$ cat src/rtl/skinny_subcells_ctrl_pkg.sv
// Shared definitions for the SKINNY-64 masked SubCells controller.
//
// Contents:
//   state_t  - controller FSM states (IDLE, FEED, DRAIN, DONE)
//   NIBBLES  - nibbles per 64-bit state (16)
//   NIBBLE_W - bits per nibble / S-box width (4)
//   SHARES   - number of Boolean shares (3)
//   IDX_W    - width of a nibble index
//   STATE_W  - width of one state share
package skinny_subcells_ctrl_pkg;

    localparam int NIBBLES  = 16;
    localparam int NIBBLE_W = 4;
    localparam int SHARES   = 3;
    localparam int IDX_W    = $clog2(NIBBLES);
    localparam int STATE_W  = NIBBLES * NIBBLE_W;

    typedef enum logic [1:0] {
        IDLE  = 2'd0,
        FEED  = 2'd1,
        DRAIN = 2'd2,
        DONE  = 2'd3
    } state_t;

endpackage

$ cat src/rtl/skinny_pipe_tracker.sv
// In-flight tracker for nibbles travelling through the external masked S-box.
// A LATENCY-deep shift register of {valid, index}: an entry pushed in the
// cycle a nibble is driven to the S-box pops out in the cycle the S-box
// result for that nibble is present.
//
// Ports:
//   clk       - clock, rising edge
//   rst_i     - synchronous active-high reset (clears valid bits only)
//   in_valid  - a nibble is being driven to the S-box this cycle
//   in_idx    - index of that nibble
//   out_valid - the S-box result for out_idx is present this cycle
//   out_idx   - nibble index the present S-box result belongs to
module skinny_pipe_tracker
    import skinny_subcells_ctrl_pkg::*;
#(
    parameter int LATENCY = 3
) (
    input  logic             clk,
    input  logic             rst_i,
    input  logic             in_valid,
    input  logic [IDX_W-1:0] in_idx,
    output logic             out_valid,
    output logic [IDX_W-1:0] out_idx
);

    logic [LATENCY-1:0] valid_q;
    logic [IDX_W-1:0]   idx_q [LATENCY];

    // NOTE: clocked state uses non-blocking (<=) so every stage samples the
    // previous stage's pre-edge value; blocking here would collapse the chain.
    always_ff @(posedge clk) begin
        if (rst_i) begin
            valid_q <= '0;
        end else begin
            valid_q[0] <= in_valid;
            for (int i = 1; i < LATENCY; i++) begin
                valid_q[i] <= valid_q[i-1];
            end
        end
    end

    // NOTE: the index payload is deliberately not reset; it is only consumed
    // when its valid bit is set, and leaving it reset-free keeps it a plain
    // shift register.
    always_ff @(posedge clk) begin
        idx_q[0] <= in_idx;
        for (int i = 1; i < LATENCY; i++) begin
            idx_q[i] <= idx_q[i-1];
        end
    end

    assign out_valid = valid_q[LATENCY-1];
    assign out_idx   = idx_q[LATENCY-1];

endmodule

$ cat src/rtl/skinny_subcells_ctrl.sv
// SubCells controller for a three-share masked SKINNY-64 datapath.
// Streams the 16 nibbles of each share through an external pipelined masked
// S-box (one nibble per cycle) and writes the results back in place. Feeding
// and capture overlap, so a run takes 1 + 16 + LATENCY cycles from accepted
// start to the done pulse. Shares are never combined.
//
// Ports:
//   clk                  - clock, rising edge
//   rst_i                - synchronous active-high reset, priority over start
//   state_in1..3         - 64-bit input shares, captured on accepted start
//   start                - start request, honoured only in IDLE
//   busy                 - high during FEED and DRAIN
//   done                 - one-cycle pulse, results valid on state_out1..3
//   state_out1..3        - share registers (substituted state after done)
//   sbox_in1..3          - nibble shares to the S-box (zero outside FEED)
//   sbox_out1..3         - nibble shares returned by the S-box
//   sbox_rc              - S-box round-constant input, tied to zero
module skinny_subcells_ctrl
    import skinny_subcells_ctrl_pkg::*;
#(
    parameter int LATENCY = 3
) (
    input  logic                clk,
    input  logic                rst_i,
    input  logic [STATE_W-1:0]  state_in1,
    input  logic [STATE_W-1:0]  state_in2,
    input  logic [STATE_W-1:0]  state_in3,
    input  logic                start,
    output logic                busy,
    output logic                done,
    output logic [STATE_W-1:0]  state_out1,
    output logic [STATE_W-1:0]  state_out2,
    output logic [STATE_W-1:0]  state_out3,
    output logic [NIBBLE_W-1:0] sbox_in1,
    output logic [NIBBLE_W-1:0] sbox_in2,
    output logic [NIBBLE_W-1:0] sbox_in3,
    input  logic [NIBBLE_W-1:0] sbox_out1,
    input  logic [NIBBLE_W-1:0] sbox_out2,
    input  logic [NIBBLE_W-1:0] sbox_out3,
    output logic [7:0]          sbox_rc
);

    // Drain counter only needs to count 0..LATENCY-1.
    localparam int DRAIN_W = (LATENCY > 1) ? $clog2(LATENCY) : 1;
    localparam logic [DRAIN_W-1:0] DRAIN_LAST = DRAIN_W'(LATENCY - 1);
    localparam logic [IDX_W-1:0]   NIB_LAST   = IDX_W'(NIBBLES - 1);

    state_t                                 state;
    logic [IDX_W-1:0]                       nib_cnt;
    logic [DRAIN_W-1:0]                     drain_cnt;
    logic [SHARES-1:0][STATE_W-1:0]         share_q;
    logic [SHARES-1:0][NIBBLE_W-1:0]        sbox_in_s;
    logic [SHARES-1:0][NIBBLE_W-1:0]        sbox_out_s;
    logic                                   trk_valid;
    logic [IDX_W-1:0]                       trk_idx;
    logic                                   accept;

    assign accept     = (state == IDLE) && start;
    assign sbox_out_s = {sbox_out3, sbox_out2, sbox_out1};

    skinny_pipe_tracker #(
        .LATENCY (LATENCY)
    ) u_tracker (
        .clk       (clk),
        .rst_i     (rst_i),
        .in_valid  (state == FEED),
        .in_idx    (nib_cnt),
        .out_valid (trk_valid),
        .out_idx   (trk_idx)
    );

    // Controller FSM with registered busy/done.
    always_ff @(posedge clk) begin
        if (rst_i) begin
            state     <= IDLE;
            busy      <= 1'b0;
            done      <= 1'b0;
            nib_cnt   <= '0;
            drain_cnt <= '0;
        end else begin
            case (state)
                IDLE: begin
                    done <= 1'b0;
                    if (start) begin
                        state   <= FEED;
                        busy    <= 1'b1;
                        nib_cnt <= '0;
                    end
                end
                FEED: begin
                    nib_cnt <= nib_cnt + 1'b1;
                    if (nib_cnt == NIB_LAST) begin
                        state     <= DRAIN;
                        drain_cnt <= '0;
                    end
                end
                DRAIN: begin
                    drain_cnt <= drain_cnt + 1'b1;
                    if (drain_cnt == DRAIN_LAST) begin
                        state <= DONE;
                        busy  <= 1'b0;
                        done  <= 1'b1;
                    end
                end
                DONE: begin
                    done  <= 1'b0;
                    state <= IDLE;
                end
                default: begin
                    state <= IDLE;
                    busy  <= 1'b0;
                    done  <= 1'b0;
                end
            endcase
        end
    end

    // Share registers: bulk load on accepted start, otherwise in-place
    // nibble write-back of whatever result the tracker says is arriving.
    always_ff @(posedge clk) begin
        if (rst_i) begin
            share_q <= '0;
        end else if (accept) begin
            share_q <= {state_in3, state_in2, state_in1};
        end else if (trk_valid) begin
            for (int s = 0; s < SHARES; s++) begin
                share_q[s][{trk_idx, 2'b00} +: NIBBLE_W] <= sbox_out_s[s];
            end
        end
    end

    // Nibble mux to the S-box; forced to zero outside FEED so no share
    // material reaches the S-box while idle or draining.
    // NOTE: every always_comb output gets a default first, so no path
    // leaves it unassigned and no latch is inferred.
    always_comb begin
        sbox_in_s = '0;
        if (state == FEED) begin
            for (int s = 0; s < SHARES; s++) begin
                sbox_in_s[s] = share_q[s][{nib_cnt, 2'b00} +: NIBBLE_W];
            end
        end
    end

    assign sbox_in1   = sbox_in_s[0];
    assign sbox_in2   = sbox_in_s[1];
    assign sbox_in3   = sbox_in_s[2];
    assign state_out1 = share_q[0];
    assign state_out2 = share_q[1];
    assign state_out3 = share_q[2];
    assign sbox_rc    = 8'h00;

endmodule
$ cat config.mk
export PLATFORM = sky130hd
export DESIGN_NAME = skinny_subcells_ctrl
export DESIGN_NICKNAME = d
export VERILOG_FILES = /design/src/rtl/skinny_subcells_ctrl_pkg.sv /design/src/rtl/skinny_pipe_tracker.sv /design/src/rtl/skinny_subcells_ctrl.sv
export SDC_FILE = /design/constraint.sdc
export NUM_CORES = 1
export LEC_CHECK = 0
export CORE_AREA = 2 2 163 165
export CTS_BUF_LIST = sky130_fd_sc_hd__clkbuf_4 sky130_fd_sc_hd__clkbuf_8
export DETAILED_ROUTE_END_ITERATION = 6
export DIE_AREA = 0 0 165 167
export PLACE_DENSITY = 0.88
export SKIP_LAST_GASP = 1
export SLEW_MARGIN = 0
export SYNTH_ARGS = -nofsm -noshare
export SYNTH_HDL_FRONTEND = slang
export SYNTH_SLANG_ARGS = --single-unit
$ cat constraint.sdc
create_clock -name clk -period 3.6 [get_ports clk]
set_input_delay 0.54 -clock clk [delete_from_list [all_inputs] [get_ports clk]]
set_output_delay 0.54 -clock clk [all_outputs]
set_load 0.01 [all_outputs]
After elaboration in Yosys (flattened, before gate mapping)
Memories as Yosys holds them, arrays and structs flattened.
Cells that the tools add are included.
{ "word_totals": {"out_inout_bits": 214, "romBits": 0, "n_memories": 1, "input_bits": 207, "elab_cells": 60, "ramBits": 12, "latch_bits": 0, "ff_bits": 205} }
{ "classes": {"muxes": 19, "eq_ne": 8, "shift": 7, "div_mod_pow": 0, "n_lt_le_gt_ge": 0, "n_bitwise": 0, "n_reduce_logical": 13, "addsub": 3, "n_mul": 0} }
{ "memory_table": {"columns": ["name", "depth", "word_bits", "rd", "rd_ports_with_merged_regs", "wr", "line_no", "source"], "rows": [
  ["u_tracker.idx_q", 3, 4, 3, 0, 3, "skinny_pipe_tracker.sv:27", "logic [IDX_W-1:0] idx_q [LATENCY];"]
]} }
{ "ops": {"columns": ["cell", "count"], "rows": [
  ["192-bit two-way mux", 2],
  ["64-bit bitwise mux", 3],
  ["4-bit by 8-bit variable part select with 64-bit output", 3],
  ["64-bit by 7-bit variable part select with 4-bit output", 3],
  ["4-bit by 8-bit variable shift with 64-bit output, first input constant", 1],
  ["12-bit two-way mux", 1],
  ["2-bit nonzero test", 5],
  ["2-bit two-way mux", 4],
  ["6-bit negator with 8-bit output", 1],
  ["2-bit case mux with 4 select lines", 1],
  ["4-bit case mux with 2 select lines", 1],
  ["2-bit == test, second input constant", 3],
  ["2-bit inequality test, second input constant", 3],
  ["2-bit AND reduction", 3],
  ["3-bit AND reduction", 2],
  ["4-bit by 1-bit adder with 4-bit output, second input constant", 1],
  ["4-bit == test, second input constant", 1],
  ["4-bit two-way mux", 1],
  ["1-bit case mux with 2 select lines", 2],
  ["2-bit case mux with 2 select lines", 1],
  ["1-bit two-way mux", 3],
  ["2-bit by 1-bit adder with 2-bit output, second input constant", 1],
  ["2-bit by 1-bit == test with 1-bit output, second input constant", 1],
  ["2-bit logical NOT", 1],
  ["2 further kinds", 2]
]} }

Depth between registers and ports, before layout
An unclocked memory read counts as a cell.
{ "depth": {"word_depth": 6, "depth_mapped": 10, "ltp_nobuf": 7} }

Hierarchy
A second synthesis with hierarchy kept.
{ "unflattened": {"hier_cells": 1165, "area_unflattened_um2": 11051.8} }
{ "modules_own_cells": {"columns": ["module", "cells_per_inst", "area_per_inst_um2", "n_inst", "seq_area_each_um2"], "rows": [
  ["skinny_subcells_ctrl", 1143, 10702.8, 1, 4043.9],
  ["skinny_pipe_tracker", 22, 349.1, 1, 300.3]
]} }

Worst setup path after synthesis
OpenSTA, ideal clock, no wires.
{ "synth_path": {"path_type": "register -> output", "startpoint": "register nib_cnt[1]", "endpoint": "output sbox_in2[0]", "required_ps": 3060, "stages_incl_launch_ff": 7, "slack_ps": 1283, "path_buffers": 2, "arrival_time_ps": 1777, "path_cell_list": "dfxtp_1 > buf_2 > buf_2 > mux4_2 > mux2_2 > o21ai_0 > a21oi_1"} }
{ "synth_between": {"elab_chain_cells": 2} }
{ "synth_rtl": {"columns": ["element", "line_no", "source"], "rows": [
  ["start, declared", "skinny_subcells_ctrl.sv:49", "logic [IDX_W-1:0] nib_cnt;"],
  ["start signal, assigned", "skinny_subcells_ctrl.sv:91", "nib_cnt <= nib_cnt + 1'b1;"],
  ["64-bit by 7-bit variable part select with 4-bit output", "skinny_subcells_ctrl.sv:140", "sbox_in_s[s] = share_q[s][{nib_cnt, 2'b00} +: NIBBLE_W];"],
  ["12-bit two-way mux", "skinny_subcells_ctrl.sv:138", "if (state == FEED) begin"],
  ["end, declared", "skinny_subcells_ctrl.sv:35", "output logic [NIBBLE_W-1:0] sbox_in2,"]
]} }
No other way between the ends.

Worst setup path after layout
{ "layout_path": {"startpoint": "register nib_cnt[2]", "endpoint": "output sbox_in1[3]"} }
{ "layout_between": {"elab_chain_cells": 2} }
{ "layout_rtl": {"columns": ["element", "line_no", "source"], "rows": [
  ["64-bit by 7-bit variable part select with 4-bit output", "skinny_subcells_ctrl.sv:140", null],
  ["12-bit two-way mux", "skinny_subcells_ctrl.sv:138", null],
  ["end, declared", "skinny_subcells_ctrl.sv:34", "output logic [NIBBLE_W-1:0] sbox_in1,"]
]} }
No other way between the ends.

==> impl_metrics.xml <==
<?xml version="1.0" encoding="UTF-8"?>
<metrics>
  <group name="grt">
    <metric name="grt_remaining_overflow" unit="">0</metric>
    <metric name="grt_antenna_before_repair" unit="">5</metric>
    <metric name="via_count_of_the_first_global_routing_pass" unit="">11766</metric>
    <metric name="grt_util_all_layers" unit="%">37.4</metric>
    <metric name="first_pass_grt_wire_length" unit="mm">76.7</metric>
    <metric name="largest_net_degree_at_the_start_of_global_routing" unit="">129</metric>
  </group>
  <group name="synth">
    <metric name="yosys_warnings" unit="">0</metric>
    <metric name="netlist-cell-type-count" unit="">66</metric>
    <metric name="number_of_synthesized_flops_with_an_enable_pin" unit="">0</metric>
    <metric name="synth-main-ff-cell" unit="">dfxtp_1</metric>
    <metric name="syn_area_per_cell" unit="um2">9.36</metric>
    <metric name="synth_cells" unit="">1182</metric>
    <metric name="synth.yosys.seq_area_share" unit="%">39.3</metric>
    <metric name="async_flop_share" unit="%">0</metric>
    <metric name="syn-cell-area" unit="um2">11100</metric>
    <metric name="postSynthRegisterBits" unit="">217</metric>
  </group>
  <group name="timing">
    <metric name="post-route-min-period" unit="ns">3.54</metric>
    <metric name="setup_total_negative_slack" unit="ns">0</metric>
    <metric name="min_period_over_period" unit="%">98.4</metric>
    <metric name="final-hold-violation-count" unit="">0</metric>
    <metric name="clock-skew-final" unit="ns">0.0363</metric>
    <metric name="worst_slew_margin_rel" unit="%">24.5</metric>
    <metric name="finalSetupViolations" unit="">0</metric>
    <metric name="maxSlewViolCount" unit="">0</metric>
    <metric name="worst-slew-pin-transition" unit="ns">1.13</metric>
    <metric name="fmaxAchievable" unit="MHz">282</metric>
    <metric name="rsz0062_at_grt" unit="">false</metric>
  </group>
  <group name="critical_path">
    <metric name="worst_ep_arrival_time" unit="ns">3.00</metric>
    <metric name="timing_worst_setup_path_type" unit="">register to output port</metric>
    <metric name="critPathLaunch" unit="">nib_cnt[2]</metric>
    <metric name="timing.critical_path.slowest_stage_cell" unit="">mux4_2</metric>
    <metric name="critPathRequiredTime" unit="ns">3.06</metric>
    <metric name="timing.critical_path.buf_inv" unit="">1</metric>
    <metric name="r2r_start" unit="">u_tracker.idx_q[0][8]</metric>
    <metric name="cp_cell_sequence" unit="">mux4_2, mux2_2, o21ai_0, a21oi_1, clkdlybuf4s50_1</metric>
    <metric name="max_stage_delay" unit="ns">0.55</metric>
    <metric name="critPathCaptureType" unit="">output port</metric>
    <metric name="crit_fanout" unit="">18</metric>
    <metric name="worstSetupStartpointType" unit="">register</metric>
    <metric name="worst_path_dominant_cell_family" unit="">multiplexers</metric>
  </group>
  <group name="layout">
    <metric name="drive_above_1_share" unit="%">12.9</metric>
    <metric name="area_growth" unit="%">46.8</metric>
    <metric name="leading_cell_types_in_the_layout_fill_and_taps_excluded" unit="">411 x clkdlybuf4s50_1, 214 x dfxtp_1, 163 x nor2_1</metric>
    <metric name="nNetsFinal" unit="">1773</metric>
    <metric name="final_area" unit="um2">16200</metric>
    <metric name="layout_commonest_cell" unit="">clkdlybuf4s50_1</metric>
  </group>
  <group name="cts">
    <metric name="cts.root.buffer_cell" unit="">clkbuf_8</metric>
    <metric name="cts_tree" unit="">done</metric>
    <metric name="clock_sink_count" unit="">217</metric>
    <metric name="cts_buffer_depth" unit="">3</metric>
    <metric name="post-cts-setup-buffer-count" unit="">0</metric>
    <metric name="htree_num_levels" unit="">2</metric>
    <metric name="clkSlewWorstSetupHoldPaths" unit="ns">0.07</metric>
    <metric name="tritoncts.num_buffers" unit="">39</metric>
    <metric name="clock_latency" unit="ns">0.55</metric>
  </group>
  <group name="power_and_ir_drop">
    <metric name="power.sequential.fraction" unit="%">34.6</metric>
    <metric name="max-vdd-ir-drop" unit="mV">0.331</metric>
    <metric name="netSwitchingPower" unit="W">0.00410</metric>
    <metric name="power.density" unit="nW/um2">668</metric>
    <metric name="power" unit="W">0.0108</metric>
    <metric name="power.static_leakage" unit="nW">6.31</metric>
    <metric name="power_frac_comb" unit="%">42.0</metric>
    <metric name="p_int" unit="W">0.00674</metric>
    <metric name="fraction_of_power_consumed_by_the_clock_network" unit="%">23.4</metric>
    <metric name="switching_share" unit="%">37.8</metric>
  </group>
  <group name="drt">
    <metric name="drt.antenna.violating_nets" unit="">0</metric>
    <metric name="top_signal_layer_used" unit="">met5</metric>
    <metric name="routedWlPerCell" unit="um">27.9</metric>
    <metric name="length_of_routed_met3_wiring" unit="mm">6.53</metric>
    <metric name="routed_via_density" unit="">6.35</metric>
    <metric name="met2WireLength" unit="mm">24.3</metric>
    <metric name="detail_route.wirelength" unit="mm">53.6</metric>
    <metric name="drtIter0Drc" unit="">1875</metric>
    <metric name="dr_total_vias" unit="">12208</metric>
    <metric name="post-route-drc-count" unit="">17</metric>
    <metric name="routedLengthMet1" unit="mm">20.2</metric>
    <metric name="dr.pass1.iters" unit="">7</metric>
  </group>
  <group name="flow_run">
    <metric name="timing.max_cap.violations" unit="">0</metric>
  </group>
  <group name="die">
    <metric name="die_y" unit="um">167</metric>
    <metric name="core" unit="um2">25800</metric>
    <metric name="floorplan.die_area" unit="um2">27600</metric>
    <metric name="die_width" unit="um">165</metric>
    <metric name="boundaryPins" unit="">421</metric>
    <metric name="core.rowCount" unit="">59</metric>
    <metric name="start_util" unit="%">42.9</metric>
  </group>
  <group name="placement">
    <metric name="finalWeightedCongestion" unit="">0.984</metric>
    <metric name="place.port_buffers" unit="">412</metric>
    <metric name="hpwlAfterDp" unit="mm">40.3</metric>
    <metric name="placed_area" unit="um2">15400</metric>
  </group>
  <group name="hold_path">
    <metric name="min_from" unit="">rst_i</metric>
    <metric name="holdCritPathClass" unit="">input port to register</metric>
  </group>
  <group name="status">
    <metric name="run_status" unit="">complete, but fails checks</metric>
    <metric name="failed_checks" unit="">DRC</metric>
  </group>
</metrics>
==> flip-flops by register name, summed over array words and instances, names as in the netlist <==
register and flops:
state_out1 64, state_out2 64, state_out3 64, u_tracker.idx_q 12, nib_cnt 4, u_tracker.valid_q 3
drain_cnt 2, state 2, busy 1, done 1
==> repair_timing <==
item                                    4_1_cts  5_1_grt
gates resized for setup                       1        1
pin swaps                                     0        0
hold buffers                                  0        0
endpoints found under the setup margin        2       10
==> power groups by stage <==
stage	combinational (W)	sequential, W	clock (W)
floorplan	0.00213	0.00369	0
global placement	0.00437	0.00377	0
detailed placement	0.00447	0.00376	0
CTS	0.00450	0.00372	0.00254
global route	0.00483	0.00378	0.00263
finish	0.00455	0.00375	0.00253
==> logic make-up after synthesis <==
family	share of synthesized area, %
xor gates and xnor gates	0.226
and+or+nand+nor	16.5
AOI/OAI and AO/OA	21.0
muxes	15.6
other	0.0339
DFF	39.3
buffers and inverters	6.43
adders and majority gates	0.905
==> cell usage after synthesis, types with 3 or more instances <==
library cell  instances  area, um2
o21a_1                3       22.5
nor2b_1               6       37.5
mux4_2               48       1080
dfxtp_1             217       4340
mux2_2               12        135
nor3_1               62        310
a21oi_2               3       26.3
a31oi_1               4       25.0
nand3_1               8       40.0
and2_1                6       37.5
a22o_1                8       70.1
a222oi_1             27        270
inv_1                34        128
a221oi_1             49        429
buf_4                11       82.6
buf_1                 8       30.0
buf_2                36        180
a21oi_1              28        140
a22oi_1              25        188
o21ai_0              22        110
o2bb2ai_1             9       78.8
a21o_1                9       67.6
nor2_1              164        616
and3_1               13       81.3
ha_1                  8        100
a32oi_1               4       35.0
mux2i_1              51        510
clkbuf_1             58        218
a311oi_1             29        254
a211oi_1             43        323
buf_6                 6       67.6
a221oi_2              8        120
nand2b_1              6       37.5
or3_1                 8       50.1
nand2_1             111        417
nor3_2                4       40.0
==> per-layer routing <==
| layer | GRT usage (%) | up-vias |
|---|---|---|
| met5 | 0 | - |
| met4 | 16.0 | 4 |
| met3 | 9.61 | 174 |
| met2 | 59.5 | 971 |
| met1 | 47.9 | 5872 |
| li1 | - | 5187 |
==> per-stage QoR <==
| step | std cells | hold slack (ns) | setup WS [ns] | utilization (%) |
|---|---|---|---|---|
| after floorplan | 1189 | 0.310 | 1.28 | - |
| after global placement | 1852 | 0.310 | 0.452 | 59.7 |
| after detailed placement | 1852 | 0.313 | 0.441 | 59.7 |
| after CTS | 1920 | 0.279 | 0.0140 | 63.0 |
| after global routing | 1922 | 0.301 | 0.0455 | 63.0 |
| final | 1922 | 0.295 | 0.0563 | 63.0 |
==> final timing paths <==
kind                             to  slack [ns]  cells after the start
max                     sbox_in1[3]        0.06                      5
min                            done        0.30                      2
max reg2reg          state_out1[59]        0.33                      7
min reg2reg  u_tracker.idx_q[0][11]        0.31                      0
==> area by class of cell <==
cell class	instances	area, um2
Tap cell	335	419
Clock inverter	8	67.6
Antenna cell	2	5.00
Fill cell	2102	9530
Inverter	34	128
Timing Repair Buffer	448	4430
Sequential cell	217	4350
Clock buffer	60	782
Multi-Input combinational cell	818	6050
Note: power is estimated with default switching activity, not from simulation.
